File: src/rtl/line_fill_memory_if.sv
// line_fill_memory_if: refill-path bundle between the cache (master) and the
// line_fill_memory backing store (slave).
interface line_fill_memory_if;
    logic         req;
    logic [31:0]  address;
    logic         wr_en;
    logic [511:0] wr_data;
    logic         busy;
    logic         data_valid;
    logic [511:0] data;
    logic         wr_ack;
    logic [7:0]   drop_cnt;

    modport master (
        output req, address, wr_en, wr_data,
        input  busy, data_valid, data, wr_ack, drop_cnt
    );

    modport slave (
        input  req, address, wr_en, wr_data,
        output busy, data_valid, data, wr_ack, drop_cnt
    );
endinterface

File: src/rtl/line_fill_memory.sv
// line_fill_memory: fixed-latency 512-bit line responder for the cache refill path.
// Define LINE_FILL_MEM_WRITE_EN to enable the full-line write path; otherwise storage is read-only.
module line_fill_memory #(
    parameter int DEPTH   = 256,
    parameter int LATENCY = 4
) (
    input logic               clk,
    input logic               rst,
    line_fill_memory_if.slave bus
);
    localparam int         IDX_W    = $clog2(DEPTH);
    localparam logic [7:0] CNT_LOAD = 8'(LATENCY - 1);

    typedef enum logic [0:0] {
        ST_IDLE = 1'b0,
        ST_WAIT = 1'b1
    } state_t;

    // Power-on pattern: every 32-bit word of line i holds i.
    function automatic logic [511:0] init_line(input logic [IDX_W-1:0] i);
        logic [31:0] word_v;
        word_v = {{(32-IDX_W){1'b0}}, i};
        return {16{word_v}};
    endfunction

    state_t           state_r;
    state_t           state_nx_s;
    logic [7:0]       cnt_r;
    logic [7:0]       cnt_nx_s;
    logic             busy_r;
    logic             busy_nx_s;
    logic             data_valid_r;
    logic             data_valid_nx_s;
    logic             wr_ack_r;
    logic             wr_ack_nx_s;
    logic [7:0]       drop_cnt_r;
    logic [7:0]       drop_cnt_nx_s;
    logic [511:0]     data_r;
    logic [511:0]     data_nx_s;
    logic             req_q_r;
    logic [IDX_W-1:0] idx_r;
    logic             wr_en_r;
    logic             accept_s;
    logic             commit_s;
    logic             rise_s;
    logic             wr_en_cap_s;
    logic [511:0]     line_rd_s;
    logic             unused_s;

    assign rise_s = bus.req & ~req_q_r;

`ifdef LINE_FILL_MEM_WRITE_EN
    logic [511:0] wr_data_r;
    logic [511:0] line_arr_s [DEPTH];

    assign wr_en_cap_s = bus.wr_en;

    // Write payload is a pure capture register; it only matters while an op is in flight.
    always_ff @(posedge clk) begin
        if (accept_s) begin
            wr_data_r <= bus.wr_data;
        end
    end

    for (genvar g = 0; g < DEPTH; g++) begin : g_line
        logic [511:0] line_r = init_line(IDX_W'(g));

        // Line storage is deliberately outside reset so contents survive rst.
        always_ff @(posedge clk) begin
            if (commit_s && (idx_r == IDX_W'(g))) begin
                line_r <= wr_data_r;
            end
        end

        assign line_arr_s[g] = line_r;
    end

    assign line_rd_s = line_arr_s[idx_r];
    assign unused_s  = ^{bus.address[5:0], bus.address[31:6+IDX_W]};
`else
    // Read-only storage never changes, so the contents are the init pattern itself.
    assign wr_en_cap_s = 1'b0;
    assign line_rd_s   = init_line(idx_r);
    assign unused_s    = ^{bus.address[5:0], bus.address[31:6+IDX_W], bus.wr_en, bus.wr_data};
`endif

    // Next-state and output decode for the accept/wait/complete sequence.
    always_comb begin
        state_nx_s      = state_r;
        cnt_nx_s        = cnt_r;
        busy_nx_s       = busy_r;
        data_valid_nx_s = 1'b0;
        wr_ack_nx_s     = 1'b0;
        drop_cnt_nx_s   = drop_cnt_r;
        data_nx_s       = data_r;
        accept_s        = 1'b0;
        commit_s        = 1'b0;

        case (state_r)
            ST_IDLE: begin
                if (bus.req) begin
                    accept_s   = 1'b1;
                    cnt_nx_s   = CNT_LOAD;
                    busy_nx_s  = 1'b1;
                    state_nx_s = ST_WAIT;
                end else begin
                    state_nx_s = ST_IDLE;
                end
            end
            ST_WAIT: begin
                // Only a fresh rising edge is a drop; a req held through the op is not.
                if (rise_s && (drop_cnt_r != 8'hFF)) begin
                    drop_cnt_nx_s = drop_cnt_r + 8'd1;
                end else begin
                    drop_cnt_nx_s = drop_cnt_r;
                end

                if (cnt_r != 8'd0) begin
                    cnt_nx_s = cnt_r - 8'd1;
                end else begin
                    busy_nx_s  = 1'b0;
                    state_nx_s = ST_IDLE;
                    if (wr_en_r) begin
                        commit_s    = 1'b1;
                        wr_ack_nx_s = 1'b1;
                    end else begin
                        data_valid_nx_s = 1'b1;
                        data_nx_s       = line_rd_s;
                    end
                end
            end
            default: begin
                state_nx_s = ST_IDLE;
                busy_nx_s  = 1'b0;
            end
        endcase
    end

    // Control, output and request-capture registers.
    always_ff @(posedge clk or negedge rst) begin
        if (!rst) begin
            state_r      <= ST_IDLE;
            cnt_r        <= 8'd0;
            busy_r       <= 1'b0;
            data_valid_r <= 1'b0;
            wr_ack_r     <= 1'b0;
            drop_cnt_r   <= 8'd0;
            data_r       <= 512'd0;
            req_q_r      <= 1'b0;
            idx_r        <= '0;
            wr_en_r      <= 1'b0;
        end else begin
            state_r      <= state_nx_s;
            cnt_r        <= cnt_nx_s;
            busy_r       <= busy_nx_s;
            data_valid_r <= data_valid_nx_s;
            wr_ack_r     <= wr_ack_nx_s;
            drop_cnt_r   <= drop_cnt_nx_s;
            data_r       <= data_nx_s;
            req_q_r      <= bus.req;
            if (accept_s) begin
                idx_r   <= bus.address[6+IDX_W-1:6];
                wr_en_r <= wr_en_cap_s;
            end
        end
    end

    assign bus.busy       = busy_r;
    assign bus.data_valid = data_valid_r;
    assign bus.data       = data_r;
    assign bus.wr_ack     = wr_ack_r;
    assign bus.drop_cnt   = drop_cnt_r;
endmodule
File: src/flat_wrapper.sv
// flat-port wrapper written by rule: the top's interface ports become plain ports
module line_fill_memory_flat 
#(
    parameter int DEPTH   = 256,
    parameter int LATENCY = 4
)
  (clk, rst, bus_req, bus_address, bus_wr_en, bus_wr_data, bus_busy, bus_data_valid, bus_data, bus_wr_ack, bus_drop_cnt);
  line_fill_memory_if bus_i ();
  input logic clk;
  input logic rst;
  input wire logic [$bits(bus_i.req)-1:0] bus_req;
  input wire logic [$bits(bus_i.address)-1:0] bus_address;
  input wire logic [$bits(bus_i.wr_en)-1:0] bus_wr_en;
  input wire logic [$bits(bus_i.wr_data)-1:0] bus_wr_data;
  output wire logic [$bits(bus_i.busy)-1:0] bus_busy;
  output wire logic [$bits(bus_i.data_valid)-1:0] bus_data_valid;
  output wire logic [$bits(bus_i.data)-1:0] bus_data;
  output wire logic [$bits(bus_i.wr_ack)-1:0] bus_wr_ack;
  output wire logic [$bits(bus_i.drop_cnt)-1:0] bus_drop_cnt;
  assign bus_i.req = bus_req;
  assign bus_i.address = bus_address;
  assign bus_i.wr_en = bus_wr_en;
  assign bus_i.wr_data = bus_wr_data;
  assign bus_busy = bus_i.busy;
  assign bus_data_valid = bus_i.data_valid;
  assign bus_data = bus_i.data;
  assign bus_wr_ack = bus_i.wr_ack;
  assign bus_drop_cnt = bus_i.drop_cnt;
  line_fill_memory #(.DEPTH(DEPTH), .LATENCY(LATENCY)) u_core (.clk(clk), .rst(rst), .bus(bus_i));
endmodule
File: config.mk
export PLATFORM = sky130hd
export DESIGN_NAME = line_fill_memory_flat
export DESIGN_NICKNAME = d
export VERILOG_FILES = /design/src/rtl/line_fill_memory_if.sv /design/src/rtl/line_fill_memory.sv /design/src/flat_wrapper.sv
export SDC_FILE = /design/constraint.sdc
export NUM_CORES = 1
export LEC_CHECK = 0
export CAP_MARGIN = 20
export CORE_AREA = 5 5 415 417
export DETAILED_ROUTE_END_ITERATION = 10
export DIE_AREA = 0 0 420 422
export PLACE_DENSITY = 0.33
export SYNTH_ARGS = -nofsm -noshare
export SYNTH_HDL_FRONTEND = slang
export SYNTH_SLANG_ARGS = --single-unit
File: constraint.sdc
create_clock -name clk -period 2.28 [get_ports clk]
set_input_delay 0.342 -clock clk [delete_from_list [all_inputs] [get_ports clk]]
set_output_delay 0.342 -clock clk [all_outputs]
set_load 0.005 [all_outputs]
---- Yosys cells after proc, flatten, opt, wreduce, memory -nomap -nowiden ----
Index checks and enable logic that the tools add are counted.
word-level totals
  register bits after elaboration ......... 156
  latch bits .............................. 0
  RAM bits ................................ 0
  memory bits (read-only) ................. 0
  input bits .............................. 548
  output and inout bits ................... 523
  word-level logic and storage cells ...... 36
  memories ................................ 0
operators by class
  add/sub/neg operators ................... 2
  multiply operators ...................... 0
  divide/modulo/power cells ............... 0
  $lt $le $gt $ge ......................... 0
  eq/ne operators ......................... 4
  shift-type cells ........................ 0
  mux-type cells .......................... 12
  bitwise gates (word level) .............. 4
  reductions and logical operators ........ 6
operator list
  operator               number
  $mux W8                2
  $pmux W8 S2            1
  $add A8 B1 Y8 const B  1
  $ne A8 B8 Y1 const B   1
  $reduce_and A2 Y1      4
  $reduce_bool A8 Y1     1
  $sub A8 B1 Y8 const B  1
  $mux W1                7
  $ne A2 B2 Y1 const B   3
  $pmux W1 S2            2
  $not A1 Y1             3
  $and A1 B1 Y1          1
  $logic_and A1 B1 Y1    1

---- Depth between registers and ports, before layout ----
Gate-level depths: netlist of the first run.
  depth in word-level cells ............... 4
  mapped depth ............................ 6
  mapped depth without buffers ............ 5

---- Worst setup path before layout of the first run ----
OpenSTA, ideal clock, no wires.
  kind .................................... reg-to-reg
  start ................................... register u_core.cnt_r[0]
  end ..................................... register u_core.data_r[455], in the netlist u_core.bus.data[455]
  setup time .............................. 125 ps
  arrival ................................. 1,566 ps
  data required time ...................... 2,155 ps
  slack ................................... 588 ps
  stages on the path, launching flop included .. 7
  path buffers ............................ 1
  clock period less this slack ............ 1,692 ps
  cells stage by stage .................... dfrtp_1 > inv_1 > ha_1 > nand4b_1 > or3_1 > buf_6 > mux2_4
on the way
  longest elaborated chain between the ends .. 3
ends and longest elaborated chain
  element                      line                     RTL
  start, declared              line_fill_memory.sv:28   logic [7:0] cnt_r;
  start signal, assigned       line_fill_memory.sv:154  cnt_r <= cnt_nx_s;
  $reduce_bool A8 Y1           line_fill_memory.sv:118  if (cnt_r != 8'd0) begin
  $not A1 Y1 (no line)         n/a
  $reduce_and A2 Y1 (no line)  n/a
  end signal, assigned         line_fill_memory.sv:159  data_r <= data_nx_s;
  end, declared                line_fill_memory.sv:38   logic [511:0] data_r;
No other way between the ends.
A chain may end at the register's enable or synchronous reset.

---- Worst setup path in the final report of the first run ----
  start ................................... register u_core.cnt_r[0]
  end ..................................... register u_core.data_r[483], in the netlist u_core.bus.data[483]
Same word-level chain as after synthesis.

==> impl_metrics.csv, run 1 <==
group,metric,value,unit
worst_setup_path,endpoint_kind,"flop",
timing,whs,-8.16,ps
clocking,cts_sinks,36,
routing,vias,2447,
routing,drt_first_pass_iters,3,
routing,drt_iter0_drc,29,
global_routing,grt.total_usage,0.0108,
clocking,ctsResizeCount,0,
timing,hold_viol_final,8,
synthesis,syn-cell-area,5350,um2
synthesis,ys_top_cells_by_count,"buf_4, dfrtp_1, nand2_1, mux2_4, inv_1",
die,dieArea,177000,um2
worst_setup_path,cp_data_required_time,2440,ps
power,total_power,4.01,mW
clocking,path_clk_slew,60,ps
clocking,cts-root-buf,"clkbuf_16",
timing,finClkSkew,5.09,ps
cells_and_area,stdcell_count,2901,
status,violations,"negative hold slack",
global_routing,grt_pass1_wl,13900,um
placement,pre_cts_ws,219,ps
synthesis,synthFlopType,"dfrtp_1",
timing,tightest_slew,694,ps
routing,via_per_inst,0.844,
timing,rsz0062_at_grt,"false",
synthesis,postSynthCellCount,645,
timing,setup_tns,0,ps
timing,fin_ws,213,ps
routing,wl_per_cell,3.89,um
synthesis,yosys-top-cells-area,"buf_4, dfrtp_1, mux2_4",
placement,io_buffers,148,
synthesis,synthAdderAreaFrac,0.00468,
cells_and_area,finish.utilization,0.0441,
timing,finalSetupViolCount,0,
worst_setup_path,worstSetupStartpointType,"flop",
synthesis,ys_seq_elements,36,
placement,place_area,7290,um2
synthesis,synth-xor-area-share,0.0115,
worst_setup_path,path_class,"reg -> reg",
synthesis,synth_top_cell_by_area,"buf_4",
die,die_w,420,um
synthesis,yosys.area_share.simple,0.0522,
synthesis,synth_edf_count,0,
timing,period_minus_slack,2070,ps
timing,fin_crit_sh,0.907,
synthesis,yosys.cell_count.top_type,"buf_4",
die,pin_count,1071,
power,powerDensity,539,nW/um2
synthesis,yosysWarnings,0,
placement,placed_cells_incl_taps,2893,
cells_and_area,drive_gt1_frac,0.0396,
clocking,cts_buffers,5,
placement,gp_congestion,0.590,
cells_and_area,final_nets,1232,
clocking,tritoncts,"built",
die,row_count,151,
die,die_h,422,um
worst_setup_path,arrival,2230,ps
synthesis,ys_seq_area_frac,0.168,
die,initial_core_util,0.0318,
routing,routed_wl,11300,um
synthesis,synth_top_family_by_area,"buffers and inverters",
synthesis,synth_top_area_frac,0.709,
global_routing,grt_max_degree,18,
clocking,post_cts_buffers,0,
routing,drc,0,
status,status,"finished with violations",
clocking,clk_latency,280,ps
power,power.leakage,2.68,nW
cells_and_area,area_delta_synth_final,38.9,%
synthesis,synth_compound_area_frac,0.0180,
cells_and_area,postLayoutCellArea,7430,um2
timing,max_freq,484,MHz
synthesis,avgSynthCellArea,8.29,um2
flow_run,drv_cap,0,
timing,final_max_slew_viol_count,0,
hold_path,hold_path.class,"in -> async",
synthesis,synth_cell_type_count,36,
worst_setup_path,crit_path_max_fanout,10,
synthesis,synth_mux_area_frac,0.0264,
global_routing,first_global_vias,2001,
routing,drtAntennaViolNets,0,
worst_setup_path,worst_r2r_path_depth,5,
placement,place_hpwl,10100,um
timing,maxSlewHeadroom,0.537,
global_routing,antenna_found_initial,1,
clocking,hold_buffers,0,
global_routing,overflow,0,
die,placeableCoreArea,168000,um2
power,vdd_drop_max,0.252,mV
clocking,clockBufferDepth,2,
synthesis,synth-async-reset-ratio,1.00,
clocking,htreeDepth,2,
per-layer routing:
| metal | part of all wire | global-route usage | routed length (um) |
|---|---|---|---|
| met4 | 0.032 | 0.00964 | 364 |
| met1 | 0.26 | 0.00836 | 2910 |
| met2 | 0.66 | 0.0227 | 7470 |
| met3 | 0.048 | 0.00113 | 538 |
| met5 | 0 | 0 | 0 |
where the power goes:
group	total [mW]	switching, mW	internal, mW
clock	0.652	0.255	0.397
sequential	1.19	0.313	0.876
combinational	2.17	0.879	1.29
total	4.01	1.45	2.56
placed cells by master (no fill, tap or decap), types with 5 or more instances in the layout:
cell type,count
nor2_1,5
nand2_1,28
a21oi_1,5
clkdlybuf4s50_1,147
nand3_1,6
conb_1,385
mux2_4,8
buf_4,6
nor3_1,5
dfrtp_1,36
xor2_1,5
clkbuf_16,5
inv_1,7
cell type report:
class	instances	area (um2)
clock buffers	6	129
inverters	7	26.3
flip-flops and latches	36	901
fillers	20000	161000
repair buffers	155	1540
diodes	1	2.50
clock inverters	1	5.00
well taps	2218	2780
multi-input cells	477	2050
final timing paths:
path | start | to | slack [ps]
min in group clk | u_core.idx_r[5] | u_core.idx_r[5] | 470
worst min-delay path | rst | u_core.bus.drop_cnt[2] | -8
max in group asynchronous | rst | u_core.bus.data[455] | 1730
worst max-delay path | u_core.cnt_r[0] | u_core.bus.data[483] | 210
worst max register to register | u_core.cnt_r[0] | u_core.bus.data[483] | 210
worst min register to register | u_core.idx_r[5] | u_core.idx_r[5] | 470
flip-flops by register name (all words and copies together) (netlist names):
register	count
u_core.bus.data_valid	1
u_core.idx_r	8
u_core.bus.data	8
u_core.req_q_r	1
u_core.cnt_r	8
u_core.bus.busy	1
u_core.bus.drop_cnt	8
u_core.state_r	1
critical path: stages, from the launching register on:
cell      delay, ps
dfrtp_1         400
inv_1           110
ha_1            270
nand4b_1        170
or3_1           620
mux2_4          390
cell families (layout without fill, tap and decap cells):
logic type | Yosys count | count (layout)
buffers and inverters | 516 | 169
AND/OR/NAND/NOR | 58 | 58
flip-flops | 36 | 36
AO/OA/AOI/OAI | 15 | 15
multiplexers | 10 | 10
XOR/XNOR | 7 | 7
adder cells (fa/ha/maj) | 2 | 2
other | 1 | 386
(Power assumes the default switching activity.)
==> run 2, diff against run 1 <==
==> constraint.sdc (replaced) <==
create_clock -name clk -period 2.19 [get_ports clk]
set_input_delay 0.3285 -clock clk [delete_from_list [all_inputs] [get_ports clk]]
set_output_delay 0.3285 -clock clk [all_outputs]
set_load 0.005 [all_outputs]
==> run 2 against run 1 <==
Against the previous run: the flow now finishes without violations; sequential share of layout area is essentially flat; cell count is the same; utilization is essentially flat; non-clock buffer count is the same; worst hold slack gained 140 ps; first-iteration DRC count grew 72%; power grew 6.1%; sequential power grew 4%; sequential cell count is the same; register-to-register slack gained 80 ps; routed wire length grew 0.14%; largest cell class unchanged; highest routed layer unchanged.
==> impl_metrics.csv, run 2 (same netlist as run 1, synthesis figures left out) <==
group,metric,value,unit
die,dieArea,177000,um2
global_routing,grt.total_usage,0.0108,
timing,maxSlewHeadroom,0.555,
cells_and_area,stdcell_count,2901,
timing,finalSetupViolCount,0,
cells_and_area,postLayoutCellArea,7450,um2
global_routing,grt_pass1_wl,13800,um
cells_and_area,finish.utilization,0.0442,
global_routing,first_global_vias,1960,
timing,finClkSkew,6.34,ps
worst_setup_path,endpoint_kind,"primary output",
clocking,post_cts_buffers,0,
placement,io_buffers,148,
clocking,htreeDepth,2,
routing,routed_wl,11300,um
placement,placed_cells_incl_taps,2893,
clocking,cts_buffers,5,
worst_setup_path,slowest_stage,"dfrtp_1",
routing,via_per_inst,0.848,
worst_setup_path,worst_r2r_path_depth,6,
cells_and_area,drive_gt1_frac,0.0425,
status,status,"finished clean",
worst_setup_path,worstSetupStartpointType,"flop",
worst_setup_path,arrival,1700,ps
die,row_count,151,
worst_setup_path,cp_cell_sequence,"clkdlybuf4s50_1",
global_routing,grt_max_degree,37,
timing,whs,133,ps
clocking,path_clk_slew,60,ps
clocking,clk_latency,280,ps
timing,max_freq,493,MHz
clocking,cts_sinks,36,
routing,vias,2461,
routing,met3WireLength,511,um
worst_setup_path,crit_path_max_fanout,17,
cells_and_area,final_nets,1232,
clocking,clockBufferDepth,2,
worst_setup_path,cp_data_required_time,1860,ps
die,die_w,420,um
clocking,hold_buffers,0,
placement,place_hpwl,9950,um
worst_setup_path,reg2reg_slack,290,ps
cells_and_area,fillers,19900,
worst_setup_path,regToRegEndpoint,"u_core.bus.data[481]",
power,total_power,4.25,mW
worst_setup_path,max_stage_delay,760,ps
routing,drt_first_pass_iters,4,
global_routing,antenna_found_initial,1,
worst_setup_path,startpoint,"u_core.bus.data[483]",
routing,drc,0,
placement,place_area,7290,um2
timing,fin_crit_sh,0.926,
hold_path,hold_path.class,"in -> async",
timing,setup_tns,0,ps
die,initial_core_util,0.0318,
flow_run,drv_cap,0,
routing,wl_met1,2860,um
routing,highest_layer,"met4",
global_routing,overflow,0,
cells_and_area,area_delta_synth_final,39.3,%
clocking,tritoncts,"built",
power,power.leakage,2.69,nW
placement,pre_cts_ws,288,ps
timing,rsz0062_at_grt,"false",
routing,wl_per_cell,3.90,um
die,pin_count,1071,
routing,drt_iter0_drc,50,
worst_setup_path,path_delay_family,"flip-flops",
die,placeableCoreArea,168000,um2
timing,period_minus_slack,2030,ps
worst_setup_path,critical_path_buf_inv_count,1,
placement,gp_congestion,0.588,
timing,hold_viol_final,0,
clocking,cts-root-buf,"clkbuf_16",
worst_setup_path,reg2reg_from,"u_core.cnt_r[0]",
timing,fin_ws,163,ps
cells_and_area,final_common_cell,"conb_1",
cells_and_area,final_cell_mix,"conb_1, clkdlybuf4s50_1, dfrtp_1",
clocking,ctsResizeCount,0,
worst_setup_path,path_class,"reg -> out",
die,die_h,422,um
timing,tightest_slew,668,ps
power,powerDensity,570,nW/um2
routing,drtAntennaViolNets,0,
timing,final_max_slew_viol_count,0,
routing,wl_met2,7540,um
power,vdd_drop_max,0.296,mV
## run 2: how the worst max path moves through the flow
| stage | endpoint | slack [ps] | cells after the start |
|---|---|---|---|
| after global placement | u_core.bus.drop_cnt[7] | 260 | 5 |
| after global routing | bus_data[291] | 70 | 1 |
| after CTS | bus_data[354] | 30 | 1 |
| after detailed placement | u_core.bus.data[455] | 290 | 6 |
| final | bus_data[291] | 160 | 1 |
| after floorplan | u_core.bus.data[455] | 500 | 6 |
## run 2: power by group
part	total (mW)	internal (mW)	switching [mW]
Combinational	2.26	1.34	0.915
Sequential	1.24	0.912	0.326
Clock	0.755	0.478	0.277
Total	4.25	2.73	1.52
## run 2: metal layers
layer	up-vias	global-route usage
li1	1170	-
met1	1192	0.00811
met2	92	0.0227
met3	7	0.00117
met4	0	0.00982
met5	-	0
## run 2: final cells by class
class / count / area (um2) / area share
sequential: 36 / 902 / 0.121
antenna: 1 / 2.50 / 0.000336
inverter: 7 / 26.3 / 0.00353
tap: 2218 / 2780 / 0.373
timing repair buffer: 155 / 1540 / 0.207
multi-input combinational: 477 / 2050 / 0.275
clock buffer: 7 / 153 / 0.0205
